File: config.mk
export PLATFORM = sky130hd
export DESIGN_NAME = kill_switch_ctrl
export DESIGN_NICKNAME = d
export VERILOG_FILES = /design/src/rtl/risk_pkg.sv /design/src/rtl/drawdown_tracker.sv /design/src/rtl/kill_switch_ctrl.sv
export SDC_FILE = /design/constraint.sdc
export NUM_CORES = 1
export LEC_CHECK = 0
export BUFFER_PORTS_ARGS = -buffer_cell sky130_fd_sc_hd__buf_2
export CORE_UTILIZATION = 38
export CTS_CLUSTER_DIAMETER = 60
export DETAILED_ROUTE_END_ITERATION = 10
export GPL_TIMING_DRIVEN = 0
export PLACE_DENSITY_LB_ADDON = 0.2
export SLEW_MARGIN = 10
export SYNTH_ARGS = -nofsm -noshare
export SYNTH_HDL_FRONTEND = slang
export SYNTH_SLANG_ARGS = --single-unit
File: constraint.sdc
create_clock -name clk -period 14.95 [get_ports clk]
set_input_delay 2.2425 -clock clk [delete_from_list [all_inputs] [get_ports clk]]
set_output_delay 2.2425 -clock clk [all_outputs]
set_load 0.02 [all_outputs]
File: src/rtl/risk_pkg.sv
// Shared risk-control types and defaults.
//   ks_ctrl_state_e : kill-switch supervisor FSM state encoding (3 bits)
//   kill_cause_e    : latched trip cause reported to the host (3 bits)
//   KS_UNLOCK_KEY_DEFAULT / KS_RETRY_CYC_DEFAULT : default parameter values
package risk_pkg;

  typedef enum logic [2:0] {
    KS_DISABLED  = 3'd0,
    KS_MONITOR   = 3'd1,
    KS_TRIPPED   = 3'd2,
    KS_HALTED    = 3'd3,
    KS_UNLOCK    = 3'd4,
    KS_RESETTING = 3'd5
  } ks_ctrl_state_e;

  typedef enum logic [2:0] {
    CAUSE_NONE     = 3'd0,
    CAUSE_HOST     = 3'd1,
    CAUSE_DRAWDOWN = 3'd2,
    CAUSE_WATCHDOG = 3'd3,
    CAUSE_EXTERNAL = 3'd4
  } kill_cause_e;

  localparam logic [31:0] KS_UNLOCK_KEY_DEFAULT = 32'h4B49_4C4C;
  localparam int          KS_RETRY_CYC_DEFAULT  = 8;

endpackage

File: src/rtl/drawdown_tracker.sv
// Tracks last P&L, signed running peak and the unsigned drawdown from peak.
//   clk, rst_n     : clock, async active-low reset
//   pnl_valid      : realized_pnl update strobe
//   realized_pnl   : signed two's-complement P&L sample
//   rebase         : move the peak onto the last P&L (drawdown becomes 0)
//   peak_pnl       : registered signed running peak
//   drawdown       : registered peak - last pnl, unsigned, saturating
module drawdown_tracker (
  input  logic        clk,
  input  logic        rst_n,
  input  logic        pnl_valid,
  input  logic [63:0] realized_pnl,
  input  logic        rebase,
  output logic [63:0] peak_pnl,
  output logic [63:0] drawdown
);

  logic signed [63:0] peak_q, peak_d;
  logic signed [63:0] last_q, last_d;
  logic signed [63:0] pnl_s;
  logic        [63:0] dd_q, dd_d;
  logic        [64:0] diff;

  assign pnl_s = realized_pnl;

  always_comb begin
    peak_d = peak_q;
    last_d = last_q;
    dd_d   = dd_q;
    diff   = '0;
    if (rebase) begin
      // A sample arriving on the rebase cycle becomes the new baseline.
      last_d = pnl_valid ? pnl_s : last_q;
      peak_d = last_d;
      dd_d   = '0;
    end else if (pnl_valid) begin
      last_d = pnl_s;
      peak_d = (pnl_s > peak_q) ? pnl_s : peak_q;
      // 65-bit difference of sign-extended operands; peak >= pnl keeps it
      // non-negative, the clamp only guards the top bit.
      diff   = {peak_d[63], peak_d} - {pnl_s[63], pnl_s};
      dd_d   = diff[64] ? '1 : diff[63:0];
    end
  end

  always_ff @(posedge clk or negedge rst_n) begin
    if (!rst_n) begin
      peak_q <= '0;
      last_q <= '0;
      dd_q   <= '0;
    end else begin
      peak_q <= peak_d;
      last_q <= last_d;
      dd_q   <= dd_d;
    end
  end

  assign peak_pnl = peak_q;
  assign drawdown = dd_q;

endmodule

File: src/rtl/kill_switch_ctrl.sv
// Supervisory initiator for the order-path kill switch. Watches host kill,
// drawdown and heartbeat watchdog; pulses cmd_trigger until the switch
// confirms, then gates re-enable behind a cooldown and a keyed unlock.
//   clk, rst_n          : clock, async active-low reset
//   cfg_enable          : monitoring enable (only honoured in DISABLED/MONITOR)
//   cfg_hb_timeout      : heartbeat timeout in cycles, 0 disables watchdog
//   cfg_cooldown        : minimum HALTED cycles before unlock is possible
//   cfg_drawdown_limit  : max allowed drawdown (unsigned)
//   host_kill           : software kill pulse
//   host_reset_req      : reset request pulse, sampled with host_unlock_key
//   heartbeat           : strategy liveness pulse
//   pnl_valid           : realized_pnl strobe
//   ks_killed           : kill switch status
//   cmd_trigger/cmd_reset : one-cycle command pulses to the kill switch
//   state, kill_cause, peak_pnl, drawdown, reset_denied, trip_count : status
//
// state        | meaning
// DISABLED  0  | monitoring off
// MONITOR   1  | evaluating trip sources every cycle
// TRIPPED   2  | trigger issued, re-pulsing until ks_killed confirms
// HALTED    3  | kill confirmed, cooldown running
// UNLOCK    4  | waiting for a keyed reset request
// RESETTING 5  | reset issued, re-pulsing until ks_killed drops
module kill_switch_ctrl
  import risk_pkg::*;
#(
  parameter int          CNT_W      = 32,
  parameter logic [31:0] UNLOCK_KEY = KS_UNLOCK_KEY_DEFAULT,
  parameter int          RETRY_CYC  = KS_RETRY_CYC_DEFAULT
) (
  input  logic             clk,
  input  logic             rst_n,
  input  logic             cfg_enable,
  input  logic [CNT_W-1:0] cfg_hb_timeout,
  input  logic [CNT_W-1:0] cfg_cooldown,
  input  logic [63:0]      cfg_drawdown_limit,
  input  logic             host_kill,
  input  logic             host_reset_req,
  input  logic [31:0]      host_unlock_key,
  input  logic             heartbeat,
  input  logic             pnl_valid,
  input  logic [63:0]      realized_pnl,
  input  logic             ks_killed,
  output logic             cmd_trigger,
  output logic             cmd_reset,
  output logic [2:0]       state,
  output logic [2:0]       kill_cause,
  output logic [63:0]      peak_pnl,
  output logic [63:0]      drawdown,
  output logic             reset_denied,
  output logic [31:0]      trip_count
);

  localparam int              RT_W    = (RETRY_CYC > 1) ? $clog2(RETRY_CYC) : 1;
  localparam logic [RT_W-1:0] RT_LAST = RT_W'(RETRY_CYC - 1);

  ks_ctrl_state_e   state_q, state_d;
  kill_cause_e      cause_q, cause_d, trip_cause;
  logic [CNT_W-1:0] wd_q, wd_d;
  logic [CNT_W-1:0] cd_q, cd_d;
  logic [RT_W-1:0]  rt_q, rt_d;
  logic             trig_q, trig_d;
  logic             rst_cmd_q, rst_cmd_d;
  logic             denied_q, denied_d;
  logic [31:0]      trips_q, trips_d;
  logic             rebase;
  logic             key_ok, dd_hit, wd_hit, rt_done;

  drawdown_tracker u_dd (
    .clk          (clk),
    .rst_n        (rst_n),
    .pnl_valid    (pnl_valid),
    .realized_pnl (realized_pnl),
    .rebase       (rebase),
    .peak_pnl     (peak_pnl),
    .drawdown     (drawdown)
  );

  assign key_ok  = host_reset_req && (host_unlock_key == UNLOCK_KEY);
  assign dd_hit  = drawdown > cfg_drawdown_limit;
  // A heartbeat on the compare cycle rescues the strategy.
  assign wd_hit  = (cfg_hb_timeout != '0) && (wd_q == cfg_hb_timeout) && !heartbeat;
  assign rt_done = rt_q == RT_LAST;

  always_comb begin
    trip_cause = CAUSE_NONE;
    if (host_kill)      trip_cause = CAUSE_HOST;
    else if (dd_hit)    trip_cause = CAUSE_DRAWDOWN;
    else if (wd_hit)    trip_cause = CAUSE_WATCHDOG;
    else if (ks_killed) trip_cause = CAUSE_EXTERNAL;
  end

  always_ff @(posedge clk or negedge rst_n) begin
    if (!rst_n) begin
      state_q   <= KS_DISABLED;
      cause_q   <= CAUSE_NONE;
      wd_q      <= '0;
      cd_q      <= '0;
      rt_q      <= '0;
      trig_q    <= 1'b0;
      rst_cmd_q <= 1'b0;
      denied_q  <= 1'b0;
      trips_q   <= '0;
    end else begin
      state_q   <= state_d;
      cause_q   <= cause_d;
      wd_q      <= wd_d;
      cd_q      <= cd_d;
      rt_q      <= rt_d;
      trig_q    <= trig_d;
      rst_cmd_q <= rst_cmd_d;
      denied_q  <= denied_d;
      trips_q   <= trips_d;
    end
  end

  // Next-state. A trip in MONITOR takes precedence over a disable.
  always_comb begin
    state_d = state_q;
    unique case (state_q)
      KS_DISABLED:  if (cfg_enable) state_d = KS_MONITOR;
      KS_MONITOR: begin
        if (trip_cause == CAUSE_EXTERNAL)  state_d = KS_HALTED;
        else if (trip_cause != CAUSE_NONE) state_d = KS_TRIPPED;
        else if (!cfg_enable)              state_d = KS_DISABLED;
      end
      KS_TRIPPED:   if (ks_killed) state_d = KS_HALTED;
      KS_HALTED:    if (cd_q >= cfg_cooldown) state_d = KS_UNLOCK;
      KS_UNLOCK:    if (key_ok) state_d = KS_RESETTING;
      KS_RESETTING: if (!ks_killed) state_d = KS_MONITOR;
      default:      state_d = KS_DISABLED;
    endcase
  end

  // Timers, command pulses and status registers.
  always_comb begin
    wd_d      = wd_q;
    cd_d      = cd_q;
    rt_d      = rt_q;
    trig_d    = 1'b0;
    rst_cmd_d = 1'b0;
    denied_d  = host_reset_req && !((state_q == KS_UNLOCK) && key_ok);
    cause_d   = cause_q;
    trips_d   = trips_q;
    rebase    = 1'b0;
    unique case (state_q)
      KS_DISABLED: wd_d = '0;
      KS_MONITOR: begin
        wd_d = heartbeat ? '0 : wd_q + CNT_W'(1);
        if (trip_cause != CAUSE_NONE) begin
          cause_d = trip_cause;
          trips_d = trips_q + 32'd1;
          rt_d    = '0;
          cd_d    = '0;
          // The switch already reports killed: nothing to trigger.
          trig_d  = (trip_cause != CAUSE_EXTERNAL);
        end
      end
      KS_TRIPPED: begin
        if (ks_killed) begin
          cd_d = '0;
        end else if (rt_done) begin
          trig_d = 1'b1;
          rt_d   = '0;
        end else begin
          rt_d = rt_q + RT_W'(1);
        end
      end
      KS_HALTED: cd_d = cd_q + CNT_W'(1);
      KS_UNLOCK: begin
        if (key_ok) begin
          rst_cmd_d = 1'b1;
          rt_d      = '0;
        end
      end
      KS_RESETTING: begin
        if (!ks_killed) begin
          cause_d = CAUSE_NONE;
          wd_d    = '0;
          rebase  = 1'b1;
        end else if (rt_done) begin
          rst_cmd_d = 1'b1;
          rt_d      = '0;
        end else begin
          rt_d = rt_q + RT_W'(1);
        end
      end
      default: ;
    endcase
  end

  assign cmd_trigger  = trig_q;
  assign cmd_reset    = rst_cmd_q;
  assign state        = state_q;
  assign kill_cause   = cause_q;
  assign reset_denied = denied_q;
  assign trip_count   = trips_q;

endmodule

==> metrics.md <==
| Metric | Value |
|---|---|
| Critical path's top delay family | compound AO/OA/AOI/OAI gates |
| Clock share of power | 0.166 |
| Psw | 3.217 mW |
| Required time at the endpoint of the critical path | 15.40 ns |
| Worst Hold Endpoint | trip_count[31] |
| Worst Hold Slack | 0.4827 ns |
| Hold-fix buffer count after cts | 0 |
| Syn_area_per_cell | 8.573 µm² |
| Yosys warning count | 0 |
| Library cells used by synthesis | 91 |
| Net Count, Synth | 3,101 |
| Core outline area | 58,910 µm² |
| Origin of the worst min-delay path | trip_count[31] |
| DIE HEIGHT | 246.0 µm |
| Number of fillers in the final layout | 5,866 |
| Synth Flop Type | sky130_fd_sc_hd__dfrtp_1 |
| Clk slew on worst S/H paths | 0.06 ns |
| Register area | 7507 µm² |
| Worst-margin pin slew | 1.120 ns |
| Sequential-to-total area share from yosys stat | 0.3318 |
| Number of max-slew violations in the final report | 0 |
| Initial DRC count | 1,222 |
| Number of global-route vias before repair | 20,904 |
| First-pass detailed-route iteration total | 5 |
| Category of the worst setup path capture point | register |
| Routed vias | 21,391 |
| Mean routed wirelength per cell | 19.89 µm |
| Total negative slack for setup checks | 0 ns |
| Hold Crit Depth | 1 |
| Num CTS Buffers | 45 |
| Pin count of the biggest net entering global routing | 103 |
| Maximum clock frequency | 0.1202 GHz |
| Area of the die | 60,520 µm² |
| Async set-or-reset flop fraction in the synthesized netlist | 1.000 |
| Final min period | 8.320 ns |
| Worst flop-to-flop path startpoint | u_dd.peak_pnl[63] |
| Final Routed Wirelength | 77.46 mm |
| Fin nets | 3,550 |
| Max cap viols | 0 |
| Cell depth of the worst setup path | 25 |
| Clock Root Buffer | sky130_fd_sc_hd__clkbuf_16 |
| Static Leak | 12.92 nW |
| Arrival time at the worst endpoint | 8.77 ns |
| Buffer count from post-CTS setup fixing | 0 |
| Proportion of power drawn by flip-flops and latches | 0.204 |
| Hold/Removal Path Class | reg2reg |
| Int Power | 3.145 mW |
| DP Wirelength | 62.43 mm |
| Port Buf Inserts | 399 |
| Area Overhead vs Synth | 20.02% |
| Gr ovfl total | 0 |
| Largest buffer count on any clock path | 3 |
| Quantity of gates resized following cts | 0 |
| Antenna violations before repair | 4 |
| Pre-CTS setup slack | 6.049 ns |
| Rel. slew slack | 0.2338 |
| R2R depth | 25 |
| Power density over the cells | 234.3 nW/µm² |
| Unrepaired setup endpoints after global routing | false |
| Effective utilization at floorplan | 0.3841 |
| Category of the worst setup path launch point | primary input |
| Final critical-path share of the clock period | 0.5565 |
| Combinational power share | 0.630 |
| Area occupied by multi-input gates | 13,440 µm² |
| Final hold violations | 0 |
| Vias/cell | 5.492 |
| Status | complete, no violations |
| Clock latency at the later pin of the worst-skew pair | 0.57 ns |
| Critical Path Fanout Max | 10 |
| Number of storage elements in the synthesis netlist | 300 |
| Count of final setup violators | 0 |
| IR Drop Worst-Case VDD | 107.6 µV |
| Overall power after layout | 6.362 mW |
| Number of clock sinks | 300 |
| Mapped Area | 22,630 µm² |
| Most common cell after layout, fill and taps aside | sky130_fd_sc_hd__buf_2 |
| Synthesized instance count | 2,639 |
| Worst reg2reg endpoint | u_dd.drawdown[63] |
| Number of buffer and inverter stages on the critical path | 3 |
| Post-route core utilization | 0.4610 |
| Worst setup slack after layout | 6.630 ns |
| Critical path class | in2reg |
| Most used cell, CP | sky130_fd_sc_hd__o21ai_1 |
| Top Ports | 401 |
| First-pass GRT wire length | 119.0 mm |
| Worst R2R Setup Slack | 7.99 ns |
| Sw Share | 0.5056 |
| Detail Route Antenna Nets | 0 |
| Worst stage delay on the critical path | 0.65 ns |
| TritonCTS clock tree | yes |
| Fraction of layout cells with a size suffix above 1 | 0.2169 |
| Weighted congestion reported at the end of routability-driven placement | 0.9482 |
| Global router's overall resource usage | 0.2511 |
| Final clock skew | 0.02821 ns |
| H-tree lvl count | 2 |
| Master of the slowest instance on the critical path | sky130_fd_sc_hd__or4_1 |
| Most frequent cells in the layout | sky130_fd_sc_hd__buf_2 (421), sky130_fd_sc_hd__dfrtp_1 (300), sky130_fd_sc_hd__nand2_1 (267) |
| Remaining DRCs | 0 |
| Number of synthesized flops with an enable pin | 0 |
| Horizontal die dimension | 246.0 µm |
| Number of rows in the core area | 89 |
cells in the mapped netlist (all sizes together), types with 51 or more instances:
library cell    n  area (µm²)
mux2           64       720.7
a21oi         205        1255
nand3          55       275.3
nand2         269        1015
a21o           51       384.1
dfrtp         300        7507
inv           247       927.1
ha            229        2865
o21ai         293        1481
xnor2          87       762.0
o22ai          65       406.6
a31oi          74       475.5
nor2          129       489.2
clkbuf         57       214.0
xor2           83       727.0
buf            62       479.2
nand4          82       513.0
power by group through the flow:
stage               clock (mW)  sequential (mW)  combinational (mW)
global route              1.12             1.33                4.39
CTS                       1.08             1.30                3.98
floorplan                    0             1.42                2.61
global placement             0             1.30                3.91
finish                    1.05             1.30                4.01
detailed placement           0             1.31                3.96
worst max path at each step:
stage / start / to / slack, ns
final: realized_pnl[63] / u_dd.drawdown[63] / 6.63
after global routing: realized_pnl[63] / u_dd.drawdown[63] / 6.30
after CTS: realized_pnl[63] / u_dd.drawdown[61] / 6.62
after detailed placement: realized_pnl[63] / u_dd.drawdown[61] / 6.05
after global placement: rst_n / u_dd.last_q[19] / 5.83
after floorplan: realized_pnl[53] / u_dd.drawdown[3] / 7.72
layer usage:
metal | vias to the layer above | wire length (µm) | GRT usage | share of wire
li1 | 10309 | - | - | -
met1 | 10295 | 34620 | 0.3350 | 0.45
met2 | 661 | 36200 | 0.4165 | 0.47
met3 | 122 | 4285 | 0.03595 | 0.055
met4 | 4 | 2325 | 0.07892 | 0.030
met5 | - | 30 | 0 | 0.00039
state kept, by name, summed over array words and instances, names as in the netlist:
signal and cells:
rt_q 3, cmd_reset 1, trip_count 32, kill_cause 3, cmd_trigger 1, u_dd.last_q 64, u_dd.peak_pnl 64, cd_q 32
u_dd.drawdown 64, reset_denied 1, wd_q 32, state 3
area by class of cell:
class,instances,area share
Multi-Input combinational cell,1966,0.4950
Buffer,125,0.02746
Clock buffer,58,0.04548
Antenna cell,1,0.00009215
Timing Repair Buffer,402,0.07695
Clock inverter,22,0.008662
Inverter,248,0.03428
Tap cell,773,0.03562
Sequential cell,300,0.2765
worst register-to-register path, cell delays in order (launching register included):
cell	delay, ns
sky130_fd_sc_hd__dfrtp_1	0.39
sky130_fd_sc_hd__inv_1	0.07
sky130_fd_sc_hd__ha_1	0.50
sky130_fd_sc_hd__and3_1	0.22
sky130_fd_sc_hd__nand4_1	0.26
sky130_fd_sc_hd__or4_1	0.65
sky130_fd_sc_hd__o21bai_1	0.23
sky130_fd_sc_hd__o2111ai_1	0.22
sky130_fd_sc_hd__a21oi_1	0.13
sky130_fd_sc_hd__a31oi_1	0.17
sky130_fd_sc_hd__a31o_2	0.15
sky130_fd_sc_hd__buf_4	0.20
sky130_fd_sc_hd__clkbuf_1	0.42
sky130_fd_sc_hd__o21ai_0	0.16
sky130_fd_sc_hd__ha_1	0.38
sky130_fd_sc_hd__a21oi_1	0.23
sky130_fd_sc_hd__o21ai_1	0.11
sky130_fd_sc_hd__a31oi_2	0.33
sky130_fd_sc_hd__o221ai_1	0.35
sky130_fd_sc_hd__o21a_1	0.32
sky130_fd_sc_hd__and3b_1	0.25
sky130_fd_sc_hd__o31a_1	0.30
sky130_fd_sc_hd__a21boi_1	0.31
sky130_fd_sc_hd__o21ai_1	0.13
sky130_fd_sc_hd__o311ai_0	0.29
sky130_fd_sc_hd__o21ai_1	0.09
per-stage QoR:
stage          instance area [µm²]  std cells
3_3_place_gp                 25590       3811
5_1_grt                      27150       3895
4_1_cts                      27150       3894
6_report                     27150       3895
2_1_floorplan                22630       2639
3_5_place_dp                 25680       3814
cells by family after synthesis:
logic type                 after synthesis  share of synthesized area
muxes                                   65                    0.03230
xor gates and xnor gates               170                    0.06581
adders and majority gates              230                     0.1275
DFF                                    300                     0.3318
and+or+nand+nor                        707                     0.1515
AOI/OAI and AO/OA                      794                     0.2170
buffers and inverters                  373                    0.07410
Note: power is estimated with default switching activity, not from simulation.
